===== src/rtl/fpu_exp_align_seq.sv =====
// Exponent-alignment sequencer for the FPU add/sub path: orders two operands by
// exponent and right-shifts the smaller significand SHIFT_STEP bits per cycle.
// Optional: define FPU_ALIGN_STICKY_EN to OR shifted-out bits into the sticky bit.
module fpu_exp_align_seq #(
  parameter int unsigned SIZE_EXP   = 8,
  parameter int unsigned SIZE_MAN   = 23,
  parameter int unsigned SHIFT_STEP = 4
) (
  input  logic                         i_clk,
  input  logic                         i_rst_n,
  input  logic                         i_valid,
  output logic                         o_ready,
  input  logic [SIZE_EXP+SIZE_MAN:0]   i_data_a,
  input  logic [SIZE_EXP+SIZE_MAN:0]   i_data_b,
  output logic                         o_valid,
  input  logic                         i_ready,
  output logic                         o_swap,
  output logic                         o_sign_big,
  output logic                         o_sign_small,
  output logic [SIZE_EXP-1:0]          o_exp_max,
  output logic [SIZE_MAN+3:0]          o_man_big,
  output logic [SIZE_MAN+3:0]          o_man_small,
  output logic                         o_busy
);

  localparam int unsigned W  = SIZE_MAN + 4;
  localparam int unsigned DW = 1 + SIZE_EXP + SIZE_MAN;

  typedef enum logic [1:0] {S_IDLE, S_SHIFT, S_DONE} state_e;

  state_e                state_q, state_d;
  logic                  ready_q, ready_d;
  logic                  valid_q, valid_d;
  logic                  busy_q, busy_d;
  logic                  swap_q, swap_d;
  logic                  sign_big_q, sign_big_d;
  logic                  sign_small_q, sign_small_d;
  logic                  clamp_q, clamp_d;
  logic [SIZE_EXP-1:0]   exp_max_q, exp_max_d;
  logic [SIZE_EXP-1:0]   rem_q, rem_d;
  logic [W-1:0]          man_big_q, man_big_d;
  logic [W-1:0]          man_small_q, man_small_d;

  // Operand decode: a zero exponent field means denormal (exp 1, hidden 0)
  logic [SIZE_EXP-1:0]   exp_a_f, exp_b_f, eff_a, eff_b, diff_c;
  logic                  hid_a, hid_b, swap_c;
  logic [W-1:0]          man_a, man_b;

  always_comb begin
    exp_a_f = i_data_a[DW-2:SIZE_MAN];
    exp_b_f = i_data_b[DW-2:SIZE_MAN];
    hid_a   = |exp_a_f;
    hid_b   = |exp_b_f;
    eff_a   = hid_a ? exp_a_f : SIZE_EXP'(1);
    eff_b   = hid_b ? exp_b_f : SIZE_EXP'(1);
    man_a   = {hid_a, i_data_a[SIZE_MAN-1:0], 3'b000};
    man_b   = {hid_b, i_data_b[SIZE_MAN-1:0], 3'b000};
    swap_c  = eff_a < eff_b;
    diff_c  = swap_c ? (eff_b - eff_a) : (eff_a - eff_b);
  end

  // One shift step of k = min(SHIFT_STEP, remaining) bits
  logic [SIZE_EXP-1:0]   k_c;
  logic [W-1:0]          step_man_c, clamp_man_c;

`ifdef FPU_ALIGN_STICKY_EN
  logic                  lost_c;
  always_comb begin
    k_c    = (rem_q < SIZE_EXP'(SHIFT_STEP)) ? rem_q : SIZE_EXP'(SHIFT_STEP);
    lost_c = 1'b0;
    for (int unsigned i = 0; i < W; i++) begin
      if (i < 32'(k_c)) lost_c = lost_c | man_small_q[i];
    end
    step_man_c  = (man_small_q >> k_c) | {{(W-1){1'b0}}, lost_c};
    clamp_man_c = {{(W-1){1'b0}}, |man_small_q};
  end
`else
  always_comb begin
    k_c         = (rem_q < SIZE_EXP'(SHIFT_STEP)) ? rem_q : SIZE_EXP'(SHIFT_STEP);
    step_man_c  = man_small_q >> k_c;
    clamp_man_c = '0;
  end
`endif

  // Next-state and registered-output logic
  always_comb begin
    state_d      = state_q;
    ready_d      = ready_q;
    valid_d      = valid_q;
    busy_d       = busy_q;
    swap_d       = swap_q;
    sign_big_d   = sign_big_q;
    sign_small_d = sign_small_q;
    clamp_d      = clamp_q;
    exp_max_d    = exp_max_q;
    rem_d        = rem_q;
    man_big_d    = man_big_q;
    man_small_d  = man_small_q;
    case (state_q)
      S_IDLE: begin
        if (i_valid && ready_q) begin
          ready_d      = 1'b0;
          busy_d       = 1'b1;
          valid_d      = 1'b0;
          swap_d       = swap_c;
          sign_big_d   = swap_c ? i_data_b[DW-1] : i_data_a[DW-1];
          sign_small_d = swap_c ? i_data_a[DW-1] : i_data_b[DW-1];
          exp_max_d    = swap_c ? eff_b : eff_a;
          man_big_d    = swap_c ? man_b : man_a;
          man_small_d  = swap_c ? man_a : man_b;
          rem_d        = diff_c;
          clamp_d      = 32'(diff_c) >= W;
          state_d      = (diff_c == '0) ? S_DONE : S_SHIFT;
        end
      end
      S_SHIFT: begin
        if (clamp_q) begin
          man_small_d = clamp_man_c;
          rem_d       = '0;
          clamp_d     = 1'b0;
          state_d     = S_DONE;
        end else begin
          man_small_d = step_man_c;
          rem_d       = rem_q - k_c;
          if (rem_q == k_c) state_d = S_DONE;
        end
      end
      S_DONE: begin
        // valid rises one cycle after entering DONE to give the fixed latency
        if (valid_q && i_ready) begin
          valid_d = 1'b0;
          ready_d = 1'b1;
          busy_d  = 1'b0;
          state_d = S_IDLE;
        end else begin
          valid_d = 1'b1;
        end
      end
      default: state_d = S_IDLE;
    endcase
  end

  always_ff @(posedge i_clk or negedge i_rst_n) begin
    if (!i_rst_n) begin
      state_q      <= S_IDLE;
      ready_q      <= 1'b1;
      valid_q      <= 1'b0;
      busy_q       <= 1'b0;
      swap_q       <= 1'b0;
      sign_big_q   <= 1'b0;
      sign_small_q <= 1'b0;
      clamp_q      <= 1'b0;
      exp_max_q    <= '0;
      rem_q        <= '0;
      man_big_q    <= '0;
      man_small_q  <= '0;
    end else begin
      state_q      <= state_d;
      ready_q      <= ready_d;
      valid_q      <= valid_d;
      busy_q       <= busy_d;
      swap_q       <= swap_d;
      sign_big_q   <= sign_big_d;
      sign_small_q <= sign_small_d;
      clamp_q      <= clamp_d;
      exp_max_q    <= exp_max_d;
      rem_q        <= rem_d;
      man_big_q    <= man_big_d;
      man_small_q  <= man_small_d;
    end
  end

  assign o_ready      = ready_q;
  assign o_valid      = valid_q;
  assign o_busy       = busy_q;
  assign o_swap       = swap_q;
  assign o_sign_big   = sign_big_q;
  assign o_sign_small = sign_small_q;
  assign o_exp_max    = exp_max_q;
  assign o_man_big    = man_big_q;
  assign o_man_small  = man_small_q;

endmodule


===== config.mk =====
export PLATFORM = sky130hd
export DESIGN_NAME = fpu_exp_align_seq
export DESIGN_NICKNAME = d
export VERILOG_FILES = /design/src/rtl/fpu_exp_align_seq.sv
export SDC_FILE = /design/constraint.sdc
export NUM_CORES = 1
export LEC_CHECK = 0
export CAP_MARGIN = 30
export CORE_AREA = 2 2 103 115
export DETAILED_ROUTE_END_ITERATION = 16
export DIE_AREA = 0 0 105 117
export PLACE_DENSITY = 0.82
export SLEW_MARGIN = 10
export SYNTH_ARGS = -nofsm -noshare
export SYNTH_HDL_FRONTEND = slang
export SYNTH_SLANG_ARGS = --single-unit

===== constraint.sdc =====
create_clock -name i_clk -period 7.49 [get_ports i_clk]
set_input_delay 1.498 -clock i_clk [delete_from_list [all_inputs] [get_ports i_clk]]
set_output_delay 1.498 -clock i_clk [all_outputs]
set_load 0.05 [all_outputs]

==> reports/qor.csv <==
stage,metric,value,unit
min_path,worst hold endpoint,o_man_small[0]$_DFFE_PN0P_,
clock_tree,# clock sinks,76,
placed_design,post-detail-place hpwl,11600,µm
min_path,worst hold path startpoint,o_man_small[0]$_DFFE_PN0P_,
clock_tree,# hold bufs at CTS,0,
power,clock share of power,14.7,%
clock_tree,Root Buffer,clkbuf_16,
floorplan,Die H,117,µm
critical_path,R2R depth,9,
power,combinational power share,59.3,%
critical_path,worst-path fanout max,53,
clock_tree,clk slew on worst S/H paths,60,ps
floorplan,Initial Util,48.8,%
critical_path,Worst setup SP type,primary input,
finish,antenna cells,0,
timing,setup slack after layout,2250,ps
logic_synthesis,Synth Area in XOR/XNOR,0.963,%
logic_synthesis,average cell area after synthesis,8.05,µm²
status,outcome,"finished, final reports clean",
logic_synthesis,top_reg_cell synth,dfrtp_1,
global_routing,first-pass GRT wire length,26100,µm
global_routing,total track usage,26.6,%
logic_synthesis,Compound-Gate Fraction of Synth Area,21.0,%
timing,relative slew slack,40.2,%
timing,Fin. Hold Viols,0,
job,# Max-Cap Violations,0,
route,initial DRC count,517,
power,sequential power share,26.0,%
logic_synthesis,simple-gate share of the synthesized area,21.4,%
timing,Sum Neg Setup Slack,0,ps
finish,layout cells sized above 1,8.17,%
finish,Finished Cell Area,0.00714,mm²
logic_synthesis,Synth Cell Area,0.00546,mm²
route,via count,5565,
logic_synthesis,multiplexer area fraction after synthesis,10.5,%
global_routing,initial antenna violation count,0,
power,Power Internal,0.00167,W
finish,Final nets,852,
logic_synthesis,Post-synth EDFFs,0,
timing,worst hold margin,491,ps
clock_tree,CTS resizes,0,
route,M1 WL,6890,µm
power,maximum ir drop on the vdd rail,0.000255,V
timing,Pins Over Slew Limit,0,
route,Post-Route WL,16500,µm
route,DR vias/cell,6.04,
placed_design,GP Congestion,0.917,
route,met3 routed WL,1400,µm
finish,"commonest non-fill, non-tap cell in the layout",nand2_1,
min_path,HP Class,flip-flop to flip-flop,
timing,min cycle time layout,5240,ps
clock_tree,total CTS buffers,9,
critical_path,CP Capture Type,flip-flop,
floorplan,total die area,0.0123,mm²
min_path,Worst Hold Path Cells,2,
global_routing,vias in the first global route,5127,
clock_tree,clock buffer depth,2,
clock_tree,TritonCTS clock tree,yes,
logic_synthesis,asr flop ratio synth,100,%
logic_synthesis,largest family of logic cells by synthesized area,simple AND/OR/NAND/NOR gates,
route,Routed met2 length,7840,µm
timing,Setup Skew,6.62,ps
clock_tree,H-tree lvl count,3,
critical_path,critical path class,primary input to flip-flop,
critical_path,CP required,7770,ps
route,DRC,0,
floorplan,Core ar.,0.0112,mm²
timing,fmax,0.191,GHz
placed_design,DP Area,0.00678,mm²
route,Top Layer Used,met4,
clock_tree,total setup buffers inserted after CTS,0,
logic_synthesis,Post-Syn Instances,678,
route,Final ANT Viol Nets,0,
finish,most frequent cells in the layout,"180 x nand2_1, 131 x clkdlybuf4s50_1, 75 x dfrtp_1, 57 x a31oi_1, 56 x nor2_1",
floorplan,row cnt,41,
global_routing,largest net degree at the start of global routing,91,
placed_design,PortBufs,132,
placed_design,Placement Setup Slack,1930,ps
finish,area delta synth->final,30.9,%
logic_synthesis,Synth Area in Adders,4.40,%
power,Net Sw Frac,49.9,%
floorplan,Die X,105,µm
power,power density over cell area,467,mW/mm²
logic_synthesis,"FF+latch count, synth",76,
floorplan,Ports,136,
timing,unrepaired setup endpoints after global routing,false,
finish,final core utilization,63.9,%
timing,fin crit share,69.9,%
route,first drt pass iteration count,8,
critical_path,worst r2r src,rem_q[5]$_DFFE_PN0P_,
clock_tree,clk_lat worst skew,340,ps
global_routing,overflow left after global routing,0,
timing,final setup fails,0,
power,switching power,0.00166,W
route,WL per Instance,17.9,µm
logic_synthesis,post-synthesis sequential area ratio,34.9,%
critical_path,Worst Path Arrival,5520,ps
power,Pleak,2.97,nW
timing,Worst-Margin Slew,897,ps
logic_synthesis,Yosys warning total,0,
critical_path,r2r endpoint,o_man_small[6]$_DFFE_PN0P_,
logic_synthesis,post-synth cell types,59,
critical_path,flop2flop setup slack,4350,ps
## power groups by stage
stage               Combinational (W)  Sequential [W]  Clock, W
finish                        0.00198        0.000866  0.000491
detailed placement            0.00196        0.000862         0
floorplan                    0.000783         0.00140         0
global route                  0.00210        0.000893  0.000516
CTS                           0.00197        0.000859  0.000499
global placement              0.00192        0.000850         0
## logic make-up after synthesis
kind of cell | count (synthesis)
adders and majority gates | 18
xor gates and xnor gates | 6
DFF | 76
buffers and inverters | 86
muxes | 31
AOI/OAI and AO/OA | 179
other | 2
and+or+nand+nor | 280
## Yosys cell counts, drive strengths merged (2+ instances only)
master / count / area, µm²
or2: 3 / 18.8
nor2b: 7 / 43.8
and2: 2 / 12.5
a22oi: 2 / 15.0
nand2b: 7 / 43.8
dfrtp: 75 / 1880
a211oi: 5 / 42.5
o22ai: 2 / 12.5
ha: 16 / 200
a31oi: 57 / 357
buf: 15 / 95.1
nand2: 180 / 676
mux4: 21 / 473
nor4: 5 / 31.3
xor2: 3 / 26.3
conb: 2 / 7.51
o211ai: 2 / 15.0
or3: 2 / 12.5
inv: 19 / 71.3
clkbuf: 52 / 195
fa: 2 / 40.0
xnor2: 3 / 26.3
nor2: 56 / 210
mux2i: 9 / 90.1
a21oi: 39 / 195
a22o: 2 / 17.5
nor3: 6 / 35.0
nand3: 5 / 25.0
o22a: 20 / 175
nor3b: 2 / 20.0
a21o: 4 / 30.0
o21ai: 33 / 165
## worst max-delay path, cell delays in order
cell	delay [ps]
clkdlybuf4s50_1	470
nor4_1	400
nand2_1	160
nand2b_1	170
ha_1	190
inv_1	60
fa_1	450
a211oi_2	260
nor3b_2	130
a311oi_4	560
buf_4	550
nand2_1	120
a31oi_1	300
o22a_1	180
## final cells by class
class	count	area (µm²)
flip-flops and latches	76	1900
inverters	19	71.3
well taps	150	188
multi-input cells	518	3220
repair buffers	142	1420
clock inverters	5	82.6
fillers	939	4040
clock buffers	11	253
## layer usage
metal | up-vias | track usage [%]
li1 | 2535 | -
met1 | 2712 | 36.4
met2 | 289 | 42.3
met3 | 29 | 6.53
met4 | 0 | 8.00
met5 | - | 0
## through the flow
step                instances  total power, W
finish                    921         0.00333
global route              921         0.00351
CTS                       920         0.00333
detailed placement        904         0.00282
global placement          903         0.00277
floorplan                 680         0.00218
## how the worst max path moves through the flow
stage | startpoint | cells after the start | slack (ps) | endpoint
global route | i_data_b[27] | 14 | 1960 | o_man_small[14]$_DFFE_PN0P_
detailed placement | i_data_b[27] | 14 | 1930 | o_man_small[14]$_DFFE_PN0P_
finish | i_data_b[27] | 14 | 2250 | o_man_small[14]$_DFFE_PN0P_
global placement | i_data_b[27] | 15 | 2130 | state_q[1]$_DFFE_PN0P_
floorplan | i_data_b[23] | 14 | 3050 | clamp_q$_DFFE_PN0P_
CTS | i_data_b[27] | 14 | 2280 | o_man_small[14]$_DFFE_PN0P_
## registers in the layout, summed over array words and instances (netlist names)
| signal | cells |
|---|---|
| clamp_q | 1 |
| o_busy | 1 |
| o_exp_max | 8 |
| o_man_big | 24 |
| o_man_small | 27 |
| o_ready | 1 |
| o_sign_big | 1 |
| o_sign_small | 1 |
| o_swap | 1 |
| o_valid | 1 |
| rem_q | 8 |
| state_q | 2 |
Power figures use the tool's default switching activity.
